**config.mk**
```make
export PLATFORM = sky130hd
export DESIGN_NAME = ts_bus_master
export DESIGN_NICKNAME = d
export VERILOG_FILES = /design/src/rtl/ts_bus_master.sv
export SDC_FILE = /design/constraint.sdc
export NUM_CORES = 1
export LEC_CHECK = 0
export ABC_AREA = 1
export CELL_PAD_IN_SITES_DETAIL_PLACEMENT = 1
export CELL_PAD_IN_SITES_GLOBAL_PLACEMENT = 1
export CORE_MARGIN = 2
export CORE_UTILIZATION = 50
export DETAILED_ROUTE_END_ITERATION = 10
export DONT_BUFFER_PORTS = 1
export GPL_TIMING_DRIVEN = 0
export HOLD_SLACK_MARGIN = 0.15
export PLACE_DENSITY_LB_ADDON = 0.2
export SYNTH_ARGS = -nofsm -noshare
export SYNTH_HDL_FRONTEND = slang
export SYNTH_SLANG_ARGS = --single-unit
```
**constraint.sdc**
```tcl
create_clock -name CLK -period 5.95 [get_ports CLK]
set_input_delay 1.19 -clock CLK [delete_from_list [all_inputs] [get_ports CLK]]
set_output_delay 1.19 -clock CLK [all_outputs]
set_load 0.01 [all_outputs]
```
**src/rtl/ts_bus_master.sv**
```systemverilog
// Turbosound-FM bus initiator: queued write/read/select commands become BDIR/BC/DO phases.
// Optional `TS_BUS_RD_FIFO_EN adds RD_READY and a 2-entry read-result FIFO.
module ts_bus_master #(
  parameter int unsigned HOLD_CYC   = 4,
  parameter int unsigned GAP_CYC    = 2,
  parameter int unsigned FIFO_DEPTH = 4
) (
  input  logic       CLK,
  input  logic       RESET,
  input  logic       CMD_VALID,
  output logic       CMD_READY,
  input  logic [1:0] CMD_OP,
  input  logic [7:0] CMD_ADDR,
  input  logic [7:0] CMD_DATA,
`ifdef TS_BUS_RD_FIFO_EN
  input  logic       RD_READY,
`endif
  output logic       RD_VALID,
  output logic [7:0] RD_DATA,
  output logic       BUSY,
  output logic       BDIR,
  output logic       BC,
  output logic [7:0] DO,
  input  logic [7:0] DI
);

  localparam int unsigned AW      = $clog2(FIFO_DEPTH);
  localparam logic [3:0]  HOLD_LD = 4'(HOLD_CYC - 1);
  localparam logic [3:0]  GAP_LD  = 4'(GAP_CYC - 1);

  typedef enum logic [1:0] {OP_WR = 2'b00, OP_RD = 2'b01, OP_SEL = 2'b10, OP_RSV = 2'b11} op_e;
  typedef enum logic [2:0] {S_IDLE, S_ADDR, S_GAP1, S_WR, S_RD, S_GAP2} state_e;

  typedef struct packed {
    op_e        op;
    logic [7:0] addr;
    logic [7:0] data;
  } cmd_t;

  cmd_t          mem [FIFO_DEPTH];
  logic [AW:0]   wr_ptr, rd_ptr;
  logic          full, empty, push, pop, rd_stall;
  cmd_t          head;

  state_e        state;
  logic [3:0]    cnt;
  op_e           cmd_op;
  logic [7:0]    cmd_data;

  assign empty     = (wr_ptr == rd_ptr);
  assign full      = (wr_ptr[AW] != rd_ptr[AW]) && (wr_ptr[AW-1:0] == rd_ptr[AW-1:0]);
  assign CMD_READY = !full;
  assign push      = CMD_VALID && !full;
  assign head      = mem[rd_ptr[AW-1:0]];
  assign pop       = (state == S_IDLE) && !empty && !rd_stall;
  assign BUSY      = !empty || (state != S_IDLE);

  always_ff @(posedge CLK) begin
    if (RESET) begin
      wr_ptr <= '0;
      rd_ptr <= '0;
    end else begin
      if (push) begin
        mem[wr_ptr[AW-1:0]] <= cmd_t'{op: op_e'(CMD_OP), addr: CMD_ADDR, data: CMD_DATA};
        wr_ptr              <= wr_ptr + 1'b1;
      end
      if (pop)
        rd_ptr <= rd_ptr + 1'b1;
    end
  end

`ifdef TS_BUS_RD_FIFO_EN
  logic [7:0] res_mem [2];
  logic [1:0] res_wp, res_rp;
  logic       res_push, res_pop, res_full;

  assign res_push = (state == S_RD) && (cnt == '0);
  assign res_full = (res_wp[1] != res_rp[1]) && (res_wp[0] == res_rp[0]);
  assign RD_VALID = (res_wp != res_rp);
  assign res_pop  = RD_VALID && RD_READY;
  assign RD_DATA  = res_mem[res_rp[0]];
  // Only a read needs result space; writes and selects keep flowing while full.
  assign rd_stall = res_full && (head.op == OP_RD);

  always_ff @(posedge CLK) begin
    if (RESET) begin
      res_wp  <= '0;
      res_rp  <= '0;
      res_mem <= '{default: '0};
    end else begin
      if (res_push) begin
        res_mem[res_wp[0]] <= DI;
        res_wp             <= res_wp + 1'b1;
      end
      if (res_pop)
        res_rp <= res_rp + 1'b1;
    end
  end
`else
  assign rd_stall = 1'b0;
`endif

  always_ff @(posedge CLK) begin
    if (RESET) begin
      state    <= S_IDLE;
      cnt      <= '0;
      cmd_op   <= OP_WR;
      cmd_data <= '0;
      BDIR     <= 1'b0;
      BC       <= 1'b0;
      DO       <= '0;
`ifndef TS_BUS_RD_FIFO_EN
      RD_VALID <= 1'b0;
      RD_DATA  <= '0;
`endif
    end else begin
`ifndef TS_BUS_RD_FIFO_EN
      RD_VALID <= 1'b0;
`endif
      unique case (state)
        S_IDLE: begin
          if (pop) begin
            cmd_op   <= head.op;
            cmd_data <= head.data;
            // Reserved ops are consumed here without touching the bus.
            if (head.op != OP_RSV) begin
              state <= S_ADDR;
              cnt   <= HOLD_LD;
              BDIR  <= 1'b1;
              BC    <= 1'b1;
              DO    <= (head.op == OP_SEL) ? {5'b11111, head.data[2:0]} : head.addr;
            end
          end
        end
        S_ADDR: begin
          if (cnt == '0) begin
            state <= S_GAP1;
            cnt   <= GAP_LD;
            BDIR  <= 1'b0;
            BC    <= 1'b0;
          end else begin
            cnt <= cnt - 4'd1;
          end
        end
        S_GAP1: begin
          if (cnt == '0) begin
            case (cmd_op)
              OP_WR: begin
                state <= S_WR;
                cnt   <= HOLD_LD;
                BDIR  <= 1'b1;
                DO    <= cmd_data;
              end
              OP_RD: begin
                state <= S_RD;
                cnt   <= HOLD_LD;
                BC    <= 1'b1;
                DO    <= '0;
              end
              default: begin
                state <= S_IDLE;
                cnt   <= '0;
              end
            endcase
          end else begin
            cnt <= cnt - 4'd1;
          end
        end
        S_WR: begin
          if (cnt == '0) begin
            state <= S_GAP2;
            cnt   <= GAP_LD;
            BDIR  <= 1'b0;
          end else begin
            cnt <= cnt - 4'd1;
          end
        end
        S_RD: begin
          if (cnt == '0) begin
            state <= S_GAP2;
            cnt   <= GAP_LD;
            BC    <= 1'b0;
`ifndef TS_BUS_RD_FIFO_EN
            RD_DATA  <= DI;
            RD_VALID <= 1'b1;
`endif
          end else begin
            cnt <= cnt - 4'd1;
          end
        end
        S_GAP2: begin
          if (cnt == '0) begin
            state <= S_IDLE;
            cnt   <= '0;
          end else begin
            cnt <= cnt - 4'd1;
          end
        end
        default: begin
          state <= S_IDLE;
          cnt   <= '0;
        end
      endcase
    end
  end

endmodule

```
==> impl_metrics.ini, run 1 <==
[outcome]
status = finished clean

[synth]
synth_seq_cells = 116
yosys.area.top_type = edfxtp_1
synth.area.top_cells = edfxtp_1 (42%), dfxtp_1 (17%), nand2_1 (12%), nor2_1 (7.0%), o21ai_0 (4.3%)
ys_seq_area_frac = 0.593
synthAdderAreaFrac = 0.0146
synth_edf_count = 72
syn_area_sq_mm = 0.00513
synth_mux_area_frac = 0
netlist_instances = 570
synth_common_cells = nand2_1 (164), nor2_1 (95), edfxtp_1 (72)
yosysTopAreaCellShare = 0.422
synth_simple_gate_area_frac = 0.261
synth-main-ff-cell = edfxtp_1
synth_xor_area_frac = 0.00488
syn_avg_cell_area_sq_um = 9.00
ys_types = 34
synth_compound_area_frac = 0.0710
synth.most_common_cell = nand2_1
synth_top_family_by_area = simple AND/OR/NAND/NOR gates
yosysWarnings = 0
async_flop_share = 0
synth_nets = 605

[drt]
wl_per_cell_um = 18.5
dr.first_iter.drc_count = 207
drt-total-wl_um = 13600
dr.pass1.iters = 5
ant_nets = 0
via_count = 4018
route.detailed.drc = 0
via_per_inst = 5.44

[die]
dieWidth_um = 105
start_util = 0.520
rows = 36
core_sq_mm = 0.00986
dieHeight_um = 105
die_area_sq_mm = 0.0111
ios = 50

[clock_tree]
clock_path_buffers = 2
cts_tree = yes
post_cts_buffers = 0
cts.clk_slew.worst_paths_ns = 0.06
clkLatencyLatePin_ns = 0.53
h-tree-depth = 4
cts.sink_count = 116
cts_hold_buf = 0
cts_buffers = 17
cts_resized = 0
cts-root-buf = clkbuf_8

[timing]
period_needed_ns = 2.76
finalSetupViolations = 0
fmax_mhz = 363
setup_tns_ns = 0
fin_worst_skew_ns = 0.00867
postLayoutSetupSlackWorst_ns = 3.19
grt_setup_unrepaired = no
timing.final.hold_violations = 0
worstMarginPinSlew_ns = 0.691
period_share = 0.464
relSlewSlack = 0.539
slew_viol_final = 0

[pwr]
swShare = 0.408
p_seq_frac = 0.315
p_int_mw = 2.06
p_switching_mw = 1.42
power_leakage_nw = 2.48
ir_worst_vdd_v = 0.000260
p_per_area_mw_per_mm2 = 586
p_comb_frac = 0.397
clockPowerShare = 0.288

[finish]
drive_gt1_frac = 0.124
fillers = 1126
multi_input_area_sq_mm = 0.00181
diodes = 0
nets = 628
area_delta_synth_final_pct = 15.9
regArea_sq_mm = 0.00304

[run]
cap_violations = 0

[global_routing]
grt_first_pass_wirelength_um = 21900
grt_max_degree = 17
grt_pass1_vias = 4334
grt.overflow.total = 0
antenna_found_initial = 0
track_usage = 0.261

[placed_design]
io_buffers = 0
globalplace.congestion = 0.783
hpwl_um = 9070
place_ws_ns = 3.28

[critical_path]
endpoint_kind = output port
critPathMaxFanout = 9
worstPathArrival_ns = 1.57
critPathLaunchType = flop
required_ns = 4.76
criticalPathCategory = flop to output port

[worst_hold_path]
min_path_type = flop to flop
stage by stage:
stage	power [mW]	std cells	area, sq um	util	hold WS, ns
global placement	2.37	703	5300	0.537	0.447
CTS	3.48	739	5940	0.603	0.473
detailed placement	2.44	707	5370	0.544	0.457
finish	3.48	739	5940	0.603	0.475
floorplan	2.08	570	5130	-	0.439
global route	3.70	739	5940	0.603	0.495
final cells by class:
class	instances	area share
repair buffers	4	0.0101
well taps	133	0.0280
flip-flops and latches	116	0.512
multi-input cells	392	0.305
clock inverters	13	0.0265
inverters	43	0.0278
clock buffers	19	0.0709
plain buffers	19	0.0196
cell families after synthesis:
| logic type | after synthesis |
|---|---|
| AOI/OAI and AO/OA | 69 |
| xor gates and xnor gates | 2 |
| adders and majority gates | 6 |
| buffers and inverters | 62 |
| DFF | 116 |
| and+or+nand+nor | 315 |
worst paths after layout:
kind / end / slack, ns / cells past startpoint / start
setup / recovery: BUSY / 3.19 / 4 / state[2]
hold / removal: cnt[1] / 0.48 / 2 / cnt[1]
hold reg to reg: cnt[1] / 0.48 / 2 / cnt[1]
setup reg to reg: mem[1][4] / 3.48 / 9 / wr_ptr[0]
power groups by stage:
stage	clock (mW)	combinational, mW	sequential (mW)
global placement	0	1.27	1.10
CTS	1.01	1.37	1.10
detailed placement	0	1.33	1.11
floorplan	0	0.996	1.08
global route	1.05	1.54	1.11
finish	1.00	1.38	1.10
registers in the layout (all words and copies together), names as in the netlist, named ones only:
register / count
wr_ptr: 3
state: 3
rd_ptr: 3
BDIR: 1
DO: 8
RD_DATA: 8
cmd_op: 2
cnt: 4
RD_VALID: 1
BC: 1
mem: 72
cmd_data: 8
layout by cell type, fill, tap and decap left out, types with 2 or more instances in the layout:
| cell type | count |
|---|---|
| inv_1 | 32 |
| buf_6 | 2 |
| clkinvlp_4 | 2 |
| nand4_1 | 4 |
| nand2_1 | 164 |
| bufinv_16 | 3 |
| nand3_1 | 38 |
| nor2_2 | 5 |
| buf_8 | 4 |
| clkbuf_16 | 16 |
| nor2_1 | 91 |
| dfxtp_1 | 44 |
| edfxtp_1 | 72 |
| o21ai_0 | 44 |
| ha_1 | 6 |
| or2_2 | 2 |
| clkinv_2 | 3 |
| clkinv_1 | 3 |
| nand2_2 | 3 |
| buf_4 | 6 |
| nand3_4 | 2 |
| inv_6 | 2 |
| inv_2 | 8 |
| o22ai_1 | 5 |
| a21oi_1 | 18 |
| clkinv_4 | 2 |
| buf_2 | 6 |
| clkbuf_1 | 6 |
critical path, cell delays in order, from the launching register on:
cell and delay, ns:
dfxtp_1 0.41, inv_4 0.13, nand2_4 0.07, nor2_8 0.16, nand4_4 0.26
layer usage:
metal  global-route usage  vias to the layer above  share of wire
li1                     -                     1927              -
met1                0.307                     1945           0.41
met2                0.455                      121           0.51
met3               0.0594                       25          0.056
met4                0.113                        0          0.023
met5                    0                        -              0
(Power assumes the default switching activity.)
==> run 2: changes to the inputs <==
--- a/config.mk
+++ b/config.mk
@@ -9,7 +9,7 @@
 export CELL_PAD_IN_SITES_DETAIL_PLACEMENT = 1
 export CELL_PAD_IN_SITES_GLOBAL_PLACEMENT = 1
 export CORE_MARGIN = 2
-export CORE_UTILIZATION = 50
+export CORE_UTILIZATION = 48
 export DETAILED_ROUTE_END_ITERATION = 10
 export DONT_BUFFER_PORTS = 1
 export GPL_TIMING_DRIVEN = 0
==> constraint.sdc (replaced) <==
create_clock -name CLK -period 2.6 [get_ports CLK]
set_input_delay 0.52 -clock CLK [delete_from_list [all_inputs] [get_ports CLK]]
set_output_delay 0.52 -clock CLK [all_outputs]
set_load 0.01 [all_outputs]
==> impl_metrics.ini, run 2 (same netlist as run 1, synthesis figures left out) <==
[clock_tree]
clock_path_buffers = 2
h-tree-depth = 4
cts.clk_slew.worst_paths_ns = 0.06
clkLatencyLatePin_ns = 0.53
cts-root-buf = clkbuf_8
cts_buffers = 17
cts_resized = 0
cts.sink_count = 116
cts_tree = yes

[worst_hold_path]
hold_depth = 2
min_path_type = input port to flop

[timing]
setup_tns_ns = 0
fin_worst_skew_ns = 0.00658
relSlewSlack = 0.546
postLayoutSetupSlackWorst_ns = 0.0635
period_needed_ns = 2.54
worstMarginPinSlew_ns = 0.680
slew_viol_final = 0
period_share = 0.976
timing.final.hold_violations = 0
holdWs_ns = 0.286
finalSetupViolations = 0
fmax_mhz = 394
grt_setup_unrepaired = yes

[global_routing]
met2_usage = 0.454
met3_usage = 0.0690
use_met1 = 0.310
grt_max_degree = 17
track_usage = 0.264
busiest_layer = met2
grt_first_pass_wirelength_um = 22500
grt.overflow.total = 0
antenna_found_initial = 0
grt_pass1_vias = 4370

[drt]
via_per_inst = 5.30
dr.pass1.iters = 4
dr.first_iter.drc_count = 264
wl_per_cell_um = 18.6
route.detailed.drc = 0
drt-total-wl_um = 14300
via_count = 4063
ant_nets = 0

[finish]
area_delta_synth_final_pct = 21.8
largest_reg_flops = 72
drive_gt1_frac = 0.116
layoutNonFillerInstCount = 767
nets = 655
final_common_cell = nand2_1
final_cell_area_sq_mm = 0.00624
diodes = 0
final_cell_mix = nand2_1 (164), nor2_1 (91), edfxtp_1 (72)

[pwr]
p_comb_frac = 0.390
p_int_mw = 4.91
p_per_area_mw_per_mm2 = 1300
p_switching_mw = 3.22
p_seq_frac = 0.309
power_leakage_nw = 2.61
swShare = 0.396
ir_worst_vdd_v = 0.000541
clockPowerShare = 0.301

[die]
start_util = 0.495
ios = 50
core_sq_mm = 0.0104
rows = 37
dieHeight_um = 107
dieWidth_um = 107
die_area_sq_mm = 0.0115

[critical_path]
critPathMaxFanout = 10
worstPathArrival_ns = 2.77
endpoint_kind = flop
criticalPathCategory = flop to flop
cpPeakStageDelay_ns = 0.58
path_common_cell = nand2_1
critPathLaunchType = flop
required_ns = 2.84
cpMaxStageDelayCell = nor2_2
r2r_cells = 9
path_cells = inv_1, nand2_1, nand2_1, nand4_1, nand2_1, inv_1, nand2_1, nor2_2, buf_8

[placed_design]
placed_area_sq_mm = 0.00537
hpwl_um = 8810
dp_cells = 710
io_buffers = 0
place_ws_ns = 0.117
globalplace.congestion = 0.877

[run]
cap_violations = 0

[outcome]
status = finished clean
run 2: cell types whose count changed in the layout (fill, tap and decap cells not counted):
cell / change
dlygate4sd3_1: +27
bufinv_16: +2
inv_6: -2
clkbuf_1: -1
clkinv_1: +1
clkinv_4: -1
clkinvlp_4: -1
run 2: metal layers:
layer	up-vias	part of all wire
met2	87	0.52
met4	0	0.020
met3	28	0.039
met1	1968	0.42
li1	1980	-
met5	-	0
run 2: through the flow:
stage	utilization	power (mW)
finish	0.602	8.13
global route	0.602	8.67
CTS	0.602	8.13
detailed placement	0.518	5.55
global placement	0.511	5.43
floorplan	-	4.76
run 2: worst paths after layout:
| check | slack [ns] | end | start |
|---|---|---|---|
| max | 0.06 | mem[1][10] | wr_ptr[0] |
| min | 0.29 | wr_ptr[1] | CMD_VALID |
| max reg2reg | 0.06 | mem[1][10] | wr_ptr[0] |
| min reg2reg | 0.47 | cnt[1] | cnt[1] |
run 2: repair_timing:
item                                    CTS  global route
hold buffers                             27             0
endpoints found under the setup margin    0            38
hold endpoints to repair                 86             0
setup buffers                             0             0
run 2: power groups by stage:
stage	registers, mW	clock network, mW	logic, mW
floorplan	2.48	0	2.28
global placement	2.53	0	2.91
detailed placement	2.54	0	3.01
CTS	2.51	2.47	3.15
global route	2.54	2.55	3.58
finish	2.51	2.45	3.18
run 2: cell type report:
type,instances,area [sq um]
Tap cell,136,170
Timing Repair Buffer,31,330
Inverter,43,165
Buffer,19,116
Fill cell,1162,4130
Clock buffer,18,418
Clock inverter,12,188
Sequential cell,116,3040
Multi-Input combinational cell,392,1810
run 2: worst max-delay path: cells and delay by family, from the launching register on:
family,cells,cell delay (ns)
simple gates,6,1.34
buf+inv,3,0.49
flops,1,0.40
